File: config.mk
export PLATFORM = sky130hd
export DESIGN_NAME = wvfm_lut_loader
export DESIGN_NICKNAME = d
export VERILOG_FILES = /design/src/rtl/wvfm_lut_loader.sv
export SDC_FILE = /design/constraint.sdc
export NUM_CORES = 1
export LEC_CHECK = 0
export ABC_AREA = 1
export CAP_MARGIN = 20
export CORE_MARGIN = 2
export CORE_UTILIZATION = 50
export CTS_CLUSTER_DIAMETER = 100
export DETAILED_ROUTE_END_ITERATION = 8
export PLACE_DENSITY = 0.64
export SYNTH_ARGS = -nofsm -noshare
export SYNTH_HDL_FRONTEND = slang
export SYNTH_SLANG_ARGS = --single-unit
export TNS_END_PERCENT = 50
File: constraint.sdc
create_clock -name clk -period 3.3 [get_ports clk]
set_clock_uncertainty 0.2 [all_clocks]
set_input_delay 0.66 -clock clk [delete_from_list [all_inputs] [get_ports clk]]
set_output_delay 0.66 -clock clk [all_outputs]
set_load 0.005 [all_outputs]
File: src/rtl/wvfm_lut_loader.sv
`timescale 1ns/1ps
// Streams host bytes into the caster waveform LUT: buffers packed bytes, unpacks them
// to one 2-bit entry per cycle, and writes only while the scan engine is held idle.
module wvfm_lut_loader #(
    parameter int unsigned LUT_ENTRIES = 16384,
    parameter int unsigned ADDR_W      = 14,
    parameter int unsigned FIFO_DEPTH  = 16
) (
    input  logic              clk,
    input  logic              rst_n,
    input  logic              load_start,
    input  logic [7:0]        wr_data,
    input  logic              wr_valid,
    output logic              wr_ready,
    input  logic              scan_busy,
    output logic              lut_hold,
    output logic              ram_we,
    output logic [ADDR_W-1:0] ram_addr_wr,
    output logic [1:0]        ram_wr,
    output logic              loading,
    output logic              load_done,
    output logic              load_err
);

    localparam int unsigned PTR_W  = $clog2(FIFO_DEPTH);
    localparam int unsigned CNT_W  = PTR_W + 1;
    localparam int unsigned NBYTES = LUT_ENTRIES / 4;
    localparam int unsigned BYTE_W = $clog2(NBYTES + 1);
    localparam int unsigned ENT_W  = ADDR_W + 1;

    typedef enum logic [1:0] {
        ST_IDLE  = 2'd0,
        ST_DRAIN = 2'd1,
        ST_WRITE = 2'd2,
        ST_DONE  = 2'd3
    } state_t;

    state_t             r_state;
    state_t             w_next;
    logic [7:0]         r_mem [FIFO_DEPTH];
    logic [PTR_W-1:0]   r_wp;
    logic [PTR_W-1:0]   r_rp;
    logic [CNT_W-1:0]   r_cnt;
    logic [BYTE_W-1:0]  r_bytes;
    logic [7:0]         r_sh;
    logic [1:0]         r_slot;
    logic               r_up_vld;
    logic [ENT_W-1:0]   r_entry;
    logic               r_ram_we;
    logic [ADDR_W-1:0]  r_ram_addr;
    logic [1:0]         r_ram_wr;
    logic               r_hold;
    logic               r_loading;
    logic               r_done;
    logic               r_err;

    logic               w_full;
    logic               w_empty;
    logic               w_ready;
    logic               w_push;
    logic               w_pop;
    logic               w_abort;
    logic               w_grant;
    logic               w_issue;
    logic               w_last_vis;
    logic [7:0]         w_head;
    logic [1:0]         w_entry;

    always_comb begin
        w_full     = (r_cnt == CNT_W'(FIFO_DEPTH));
        w_empty    = (r_cnt == '0);
        w_ready    = r_loading && !w_full && (r_bytes < BYTE_W'(NBYTES)) && !load_start;
        w_push     = wr_valid && w_ready;
        w_head     = r_mem[r_rp];
        w_abort    = (r_state == ST_WRITE) && scan_busy && !load_start;
        w_grant    = ((r_state == ST_WRITE) || (r_state == ST_DRAIN)) && !scan_busy &&
                     !load_start && (r_entry < ENT_W'(LUT_ENTRIES));
        w_issue    = w_grant && (r_up_vld || !w_empty);
        // Bypass the FIFO head straight out when the unpacker is empty so there is no bubble
        w_pop      = w_issue && (!r_up_vld || ((r_slot == 2'd3) && !w_empty));
        w_entry    = r_up_vld ? r_sh[1:0] : w_head[1:0];
        w_last_vis = r_ram_we && (r_ram_addr == ADDR_W'(LUT_ENTRIES - 1));
    end

    always_ff @(posedge clk) begin
        if (!rst_n) r_state <= ST_IDLE;
        else        r_state <= w_next;
    end

    always_comb begin
        w_next = r_state;
        unique case (r_state)
            ST_IDLE:  if (load_start) w_next = ST_DRAIN;
            ST_DRAIN: if (load_start) w_next = ST_DRAIN;
                      else if (!scan_busy) w_next = ST_WRITE;
            ST_WRITE: if (load_start) w_next = ST_DRAIN;
                      else if (scan_busy) w_next = ST_IDLE;
                      else if (w_last_vis) w_next = ST_DONE;
            ST_DONE:  if (load_start) w_next = ST_DRAIN;
                      else w_next = ST_IDLE;
            default:  w_next = ST_IDLE;
        endcase
    end

    always_ff @(posedge clk) begin
        if (w_push) r_mem[r_wp] <= wr_data;
    end

    always_ff @(posedge clk) begin
        if (!rst_n) begin
            r_wp       <= '0;
            r_rp       <= '0;
            r_cnt      <= '0;
            r_bytes    <= '0;
            r_sh       <= '0;
            r_slot     <= '0;
            r_up_vld   <= 1'b0;
            r_entry    <= '0;
            r_ram_we   <= 1'b0;
            r_ram_addr <= '0;
            r_ram_wr   <= '0;
        end else if (load_start || w_abort) begin
            r_wp     <= '0;
            r_rp     <= '0;
            r_cnt    <= '0;
            r_bytes  <= '0;
            r_slot   <= '0;
            r_up_vld <= 1'b0;
            r_entry  <= '0;
            r_ram_we <= 1'b0;
        end else begin
            if (w_push) begin
                r_wp    <= r_wp + PTR_W'(1);
                r_bytes <= r_bytes + BYTE_W'(1);
            end
            if (w_pop) r_rp <= r_rp + PTR_W'(1);
            unique case ({w_push, w_pop})
                2'b10:   r_cnt <= r_cnt + CNT_W'(1);
                2'b01:   r_cnt <= r_cnt - CNT_W'(1);
                default: r_cnt <= r_cnt;
            endcase
            r_ram_we <= w_issue;
            if (w_issue) begin
                r_ram_addr <= r_entry[ADDR_W-1:0];
                r_ram_wr   <= w_entry;
                r_entry    <= r_entry + ENT_W'(1);
                if (!r_up_vld) begin
                    r_sh     <= {2'b00, w_head[7:2]};
                    r_slot   <= 2'd1;
                    r_up_vld <= 1'b1;
                end else if (r_slot == 2'd3) begin
                    if (!w_empty) begin
                        r_sh   <= w_head;
                        r_slot <= 2'd0;
                    end else begin
                        r_up_vld <= 1'b0;
                    end
                end else begin
                    r_sh   <= {2'b00, r_sh[7:2]};
                    r_slot <= r_slot + 2'd1;
                end
            end
        end
    end

    always_ff @(posedge clk) begin
        if (!rst_n) begin
            r_hold    <= 1'b0;
            r_loading <= 1'b0;
            r_done    <= 1'b0;
            r_err     <= 1'b0;
        end else begin
            r_hold    <= (w_next != ST_IDLE);
            r_loading <= (w_next != ST_IDLE);
            r_done    <= (w_next == ST_DONE);
            if (load_start)   r_err <= 1'b0;
            else if (w_abort) r_err <= 1'b1;
        end
    end

    // A write strobe already launched is withdrawn if the scan engine grabs the port
    assign ram_we      = r_ram_we & ~scan_busy;
    assign ram_addr_wr = r_ram_addr;
    assign ram_wr      = r_ram_wr;
    assign wr_ready    = w_ready;
    assign lut_hold    = r_hold;
    assign loading     = r_loading;
    assign load_done   = r_done;
    assign load_err    = r_err;

endmodule

Word level (Yosys, flattened, before mapping)
Memories as Yosys holds them, arrays and structs flattened. A register that Yosys moved wholly into a read port is not among the register bits. Index checks and enable logic that the tools add are counted.

Flip-flop bits (word level): 74. RAM bits: 128. Input bits: 13. Output and inout port bits: 22. Logic and storage cells: 93. Memories kept: 1.

Add/sub/neg operators: 7. Order comparisons: 2. Equal/unequal tests: 10. Muxes and demuxes: 23. Bitwise logic cells: 4. Reduce and logical (&&, ||, !) cells: 31.

Memories: r_mem (words 16, width 8, read ports 1, clocked after memory_dff 1, write ports 1, line 40) `logic [7:0] r_mem [FIFO_DEPTH];`.

Operators by type and width (number): $mux 8 (3); $mux 2 (10); $add 15x1->15 const B (1); $lt 15x15->1 const B (1); $eq 14x14->1 const B (1); $add 13x1->13 const B (1); $logic_and 1x1->1 (13); $lt 13x13->1 const B (1); $eq 2x2->1 const B (5); $pmux 5 s2 (1); $add 4x1->4 const B (2); $mux 4 (2); $pmux 2 s4 (1); $mux 1 (6); $add 5x1->5 const B (1); $eq 5x5->1 const B (1); $logic_not 1->1 (5); $logic_not 5->1 (1); $sub 5x1->5 const B (1); $eq 2x1->1 const B (2); $logic_or 1x1->1 (4); $reduce_and 2->1 (2); $reduce_bool 2->1 (2); $reduce_or 2->1 (2); other kinds (6) (8).

Logic depth before layout (Yosys ltp)
Word-level depth: 9. Depth in mapped cells: 16. Mapped depth without buffers: 16.

Worst setup path after synthesis
OpenSTA, ideal clock, no wires.

Kind: flip-flop to flip-flop. Start: register r_state[0]. End: register r_cnt[4]. Setup time: 0.117 ns. Arrival time: 2.186 ns. Data required time: 2.983 ns. Path slack: 0.797 ns. Stages on the path, launching flop included: 17. Path buffers: 0. Period minus slack after synthesis: 2.503 ns. Cells stage by stage: dfxtp_1 inv_1 ha_1 inv_1 nor2_1 nand3_2 nor2_4 ha_1 xor2_1 ha_1 inv_1 nand2_2 nand2_2 nand3_1 nand2_1 nor2_1 nor2_1.

Longest elaborated chain between the ends: 9. Elaborated cells on any way between the ends: 16. Classes of those cells: 4 x eq/ne; 1 x mux; 11 x reduce/logical.

Ends and longest elaborated chain: start, declared (line 38) `state_t r_state;`; start signal, assigned (line 87) `else r_state <= w_next;`; $eq 2x2->1 or $eq 2x1->1 (tied branches) (line 76) `w_grant = ((r_state == ST_WRITE) || (r_state == ST_DRAIN)) && !scan_busy &&`; $logic_or 1x1->1 (*) (line 76); $logic_and 1x1->1 (*) (2 in series) (line 76); $logic_and 1x1->1 (*) (line 77) `!load_start && (r_entry < ENT_W'(LUT_ENTRIES));`; $logic_and 1x1->1 (*) (line 78) `w_issue = w_grant && (r_up_vld || !w_empty);`; $logic_and 1x1->1 (*) (line 80) `w_pop = w_issue && (!r_up_vld || ((r_slot == 2'd3) && !w_empty));`; via w_pop (line 61) `logic w_pop;`; $eq 2x1->1 or $eq 2x2->1 (tied branches) (line 137) `unique case ({w_push, w_pop})`; $pmux 5 s2 or $reduce_bool 2->1 (tied branches); end signal, assigned (line 138) `2'b10: r_cnt <= r_cnt + CNT_W'(1);`; end signal, assigned (line 139) `2'b01: r_cnt <= r_cnt - CNT_W'(1);`; end signal, assigned (line 140) `default: r_cnt <= r_cnt;`; end, declared (line 43) `logic [CNT_W-1:0] r_cnt;`.

The timed path passes the listed nets; every way through them passes the cells marked *. A chain may end at the register's enable or synchronous reset.

Worst setup path in the final report
Start: input load_start. End: output wr_ready.

Longest elaborated chain between the ends: 2.

Ends and longest elaborated chain: start, declared (line 11) `input logic load_start,`; $logic_not 1->1 (line 72) `w_ready = r_loading && !w_full && (r_bytes < BYTE_W'(NBYTES)) && !load_start;`; $logic_and 1x1->1 (line 72); end, declared (line 14) `output logic wr_ready,`.

No other way between the ends.

==> results.cfg <==
[floorplanning]
coreArea_sq_um = 17900
rows = 49
num_io_pins = 35
die_w_um = 139
initial_core_util_pct = 50.7
dieArea_sq_um = 19200
die_h_um = 139

[sta]
slew_viol_final = 0
fmax_ghz = 0.337
slew_headroom_pct = 48.8
timing.final.crit_share_pct = 89.8
final_hold_viol_count = 0
rsz0062_at_grt = false
worstMarginPinSlew_ns = 0.766
setup_viol = 0
timing.final.crit_period_ns = 2.96
tns_ns = 0

[clock_network]
numCtsBuffers = 22
cts_setup_buffers = 0
clk_pin_slew_ns = 0.06
cts_buffer_depth = 3
cts_root_buf = clkbuf_16
ctsResizeCount = 0
cts_tree = done
clock_latency_ns = 0.51
h-tree-depth = 1
clock-sinks = 206
postCtsHoldBufs = 0

[worst_setup_path]
cpPeakStageDelay_ns = 0.50
startpoint_type = primary input
arrival_ns = 2.10
critPathLaunch = load_start
required_ns = 2.44
worst_path_max_delay_cell = clkdlybuf4s50_1
reg2reg_from = r_state[0]
path_max_fanout = 3
critPathBufInv = 4
crit_chain = clkdlybuf4s50_1 > inv_2 > nand2_2 > nor2_4 > nand2_2 > inv_1 > clkdlybuf4s50_1
crit_family = buffers and inverters
reg2reg_setup_slack_ns = 0.64
path_class = primary input to output pin
cp-end-kind = output pin

[power]
total_power_mw = 5.59
clkPwrFrac_pct = 47.5
ir_drop_v = 0.000380
power_frac_seq_pct = 49.2
power_leakage_nw = 4.00
p_int_mw = 4.48
switching_share_pct = 19.9
power_density_nw_per_um2 = 532
power_switching_mw = 1.11
power_frac_comb_pct = 3.3

[placement]
dpl-instance-area_sq_um = 9730
hpwl_um = 12100
gp_congestion = 0.787
port_buffers = 34
place_inst = 1187

[synth]
ys_async_sr_fraction_pct = 0
syn_area_sq_um = 9080
syn_inst = 933
syn_avg_cell_area_sq_um = 9.73
syn_nets = 961
ys_ff_latch = 206
yosys_warnings = 0
synth-main-ff-cell = edfxtp_1
ys_seq_area_share_pct = 59.5
synth-edff-count = 128
yosysUniqueCellTypes = 41

[route]
postRouteAntennaNets = 0
wl_um = 18800
vias_per_cell = 5.21
wl_per_cell_um = 15.3
drc = 0
vias = 6391
dr.pass1.iters = 5
drtIter0Drc = 470

[worst_hold_path]
min_from = r_sh[6]
hold_path_class = register to register

[finish]
antenna_cells = 0
syn_to_final_growth_pct = 15.9
fin_cells = 1227
stdcell_area_sq_um = 10500
nets = 1010
drive_gt1_share_pct = 11.1
final_common_cell = inv_1
layout_common_cells = inv_1, nand2_1, edfxtp_1, nor2_1

[grt]
grt_antenna_before_repair = 0
grt_usage_pct = 19.6
grt_overflow = 0
grt_pass1_vias = 6039
grt_max_degree = 109
grt_pass1_wl_um = 30600

[outcome]
run_status = finished clean

[flow_run]
maxCapViolations = 0
[worst paths after layout]
path / endpoint / cells after the start
setup / recovery: wr_ready / 7
setup reg to reg: r_cnt[4] / 16
hold reg to reg: r_sh[6] / 2
hold / removal: r_sh[6] / 2
[metrics by stage]
stage               setup WS [ns]  util, %  hold slack, ns
global route                0.245     58.8           0.283
CTS                         0.315     58.8           0.270
finish                      0.335     58.8           0.270
global placement            0.300     54.3           0.254
detailed placement          0.295     54.3           0.261
floorplan                   0.797        -           0.243
[power groups by stage]
| stage | clock [mW] | combinational (mW) | sequential, mW |
|---|---|---|---|
| after floorplan | 0 | 0.0970 | 2.81 |
| after CTS | 2.71 | 0.185 | 2.75 |
| after global placement | 0 | 0.182 | 2.81 |
| final | 2.66 | 0.183 | 2.75 |
| after global routing | 2.81 | 0.205 | 2.76 |
| after detailed placement | 0 | 0.184 | 2.81 |
[state kept, by name, indices dropped and copies added, names as in the netlist, named ones only]
register and flops:
r_sh 8, r_wp 4, load_done 1, r_up_vld 1, r_mem 128, r_bytes 13
r_cnt 5, ram_wr 2, r_entry 15, ram_addr_wr 14, r_ram_we 1, load_err 1
r_slot 2, r_state 2, r_rp 4, loading 1
[logic make-up after synthesis]
group / synth area share, %
buf+inv: 8.20
flops: 59.5
xor+xnor: 0.772
simple gates: 17.5
compound gates: 11.9
fa+ha+maj: 2.07
[area by class of cell]
class	instances	area [sq um]
Fill cell	1543	7380
Sequential cell	206	5410
Multi-Input combinational cell	549	2930
Clock buffer	29	638
Timing Repair Buffer	64	578
Inverter	139	524
Tap cell	229	287
Clock inverter	11	159
[synth_stat cells, types with 9 or more instances]
| cell | n | area (sq um) |
|---|---|---|
| inv_1 | 131 | 492 |
| nand2_1 | 130 | 488 |
| edfxtp_1 | 128 | 3840 |
| dfxtp_1 | 78 | 1560 |
| nor2_1 | 78 | 293 |
| a21oi_1 | 76 | 380 |
| nand3_1 | 72 | 360 |
| o21ai_0 | 63 | 315 |
| o211ai_1 | 36 | 270 |
| buf_2 | 20 | 100 |
| ha_1 | 15 | 188 |
| nand2_2 | 11 | 68.8 |
| nor3_1 | 9 | 45.0 |
[per-layer routing]
layer / GRT usage [%] / share of wire (%) / routed length [um] / vias up
li1: - / - / - / 3245
met1: 26.5 / 46 / 8610 / 3000
met2: 33.3 / 47 / 8900 / 117
met3: 2.87 / 4.7 / 886 / 29
met4: 5.37 / 2.0 / 368 / 0
met5: 0 / 0 / 0 / -
[tightest hold or removal path, stage by stage, from the launching register on]
cell and delay, ns:
dfxtp_1 0.31, nand2_1 0.06, a21oi_1 0.06
(Power assumes the default switching activity.)
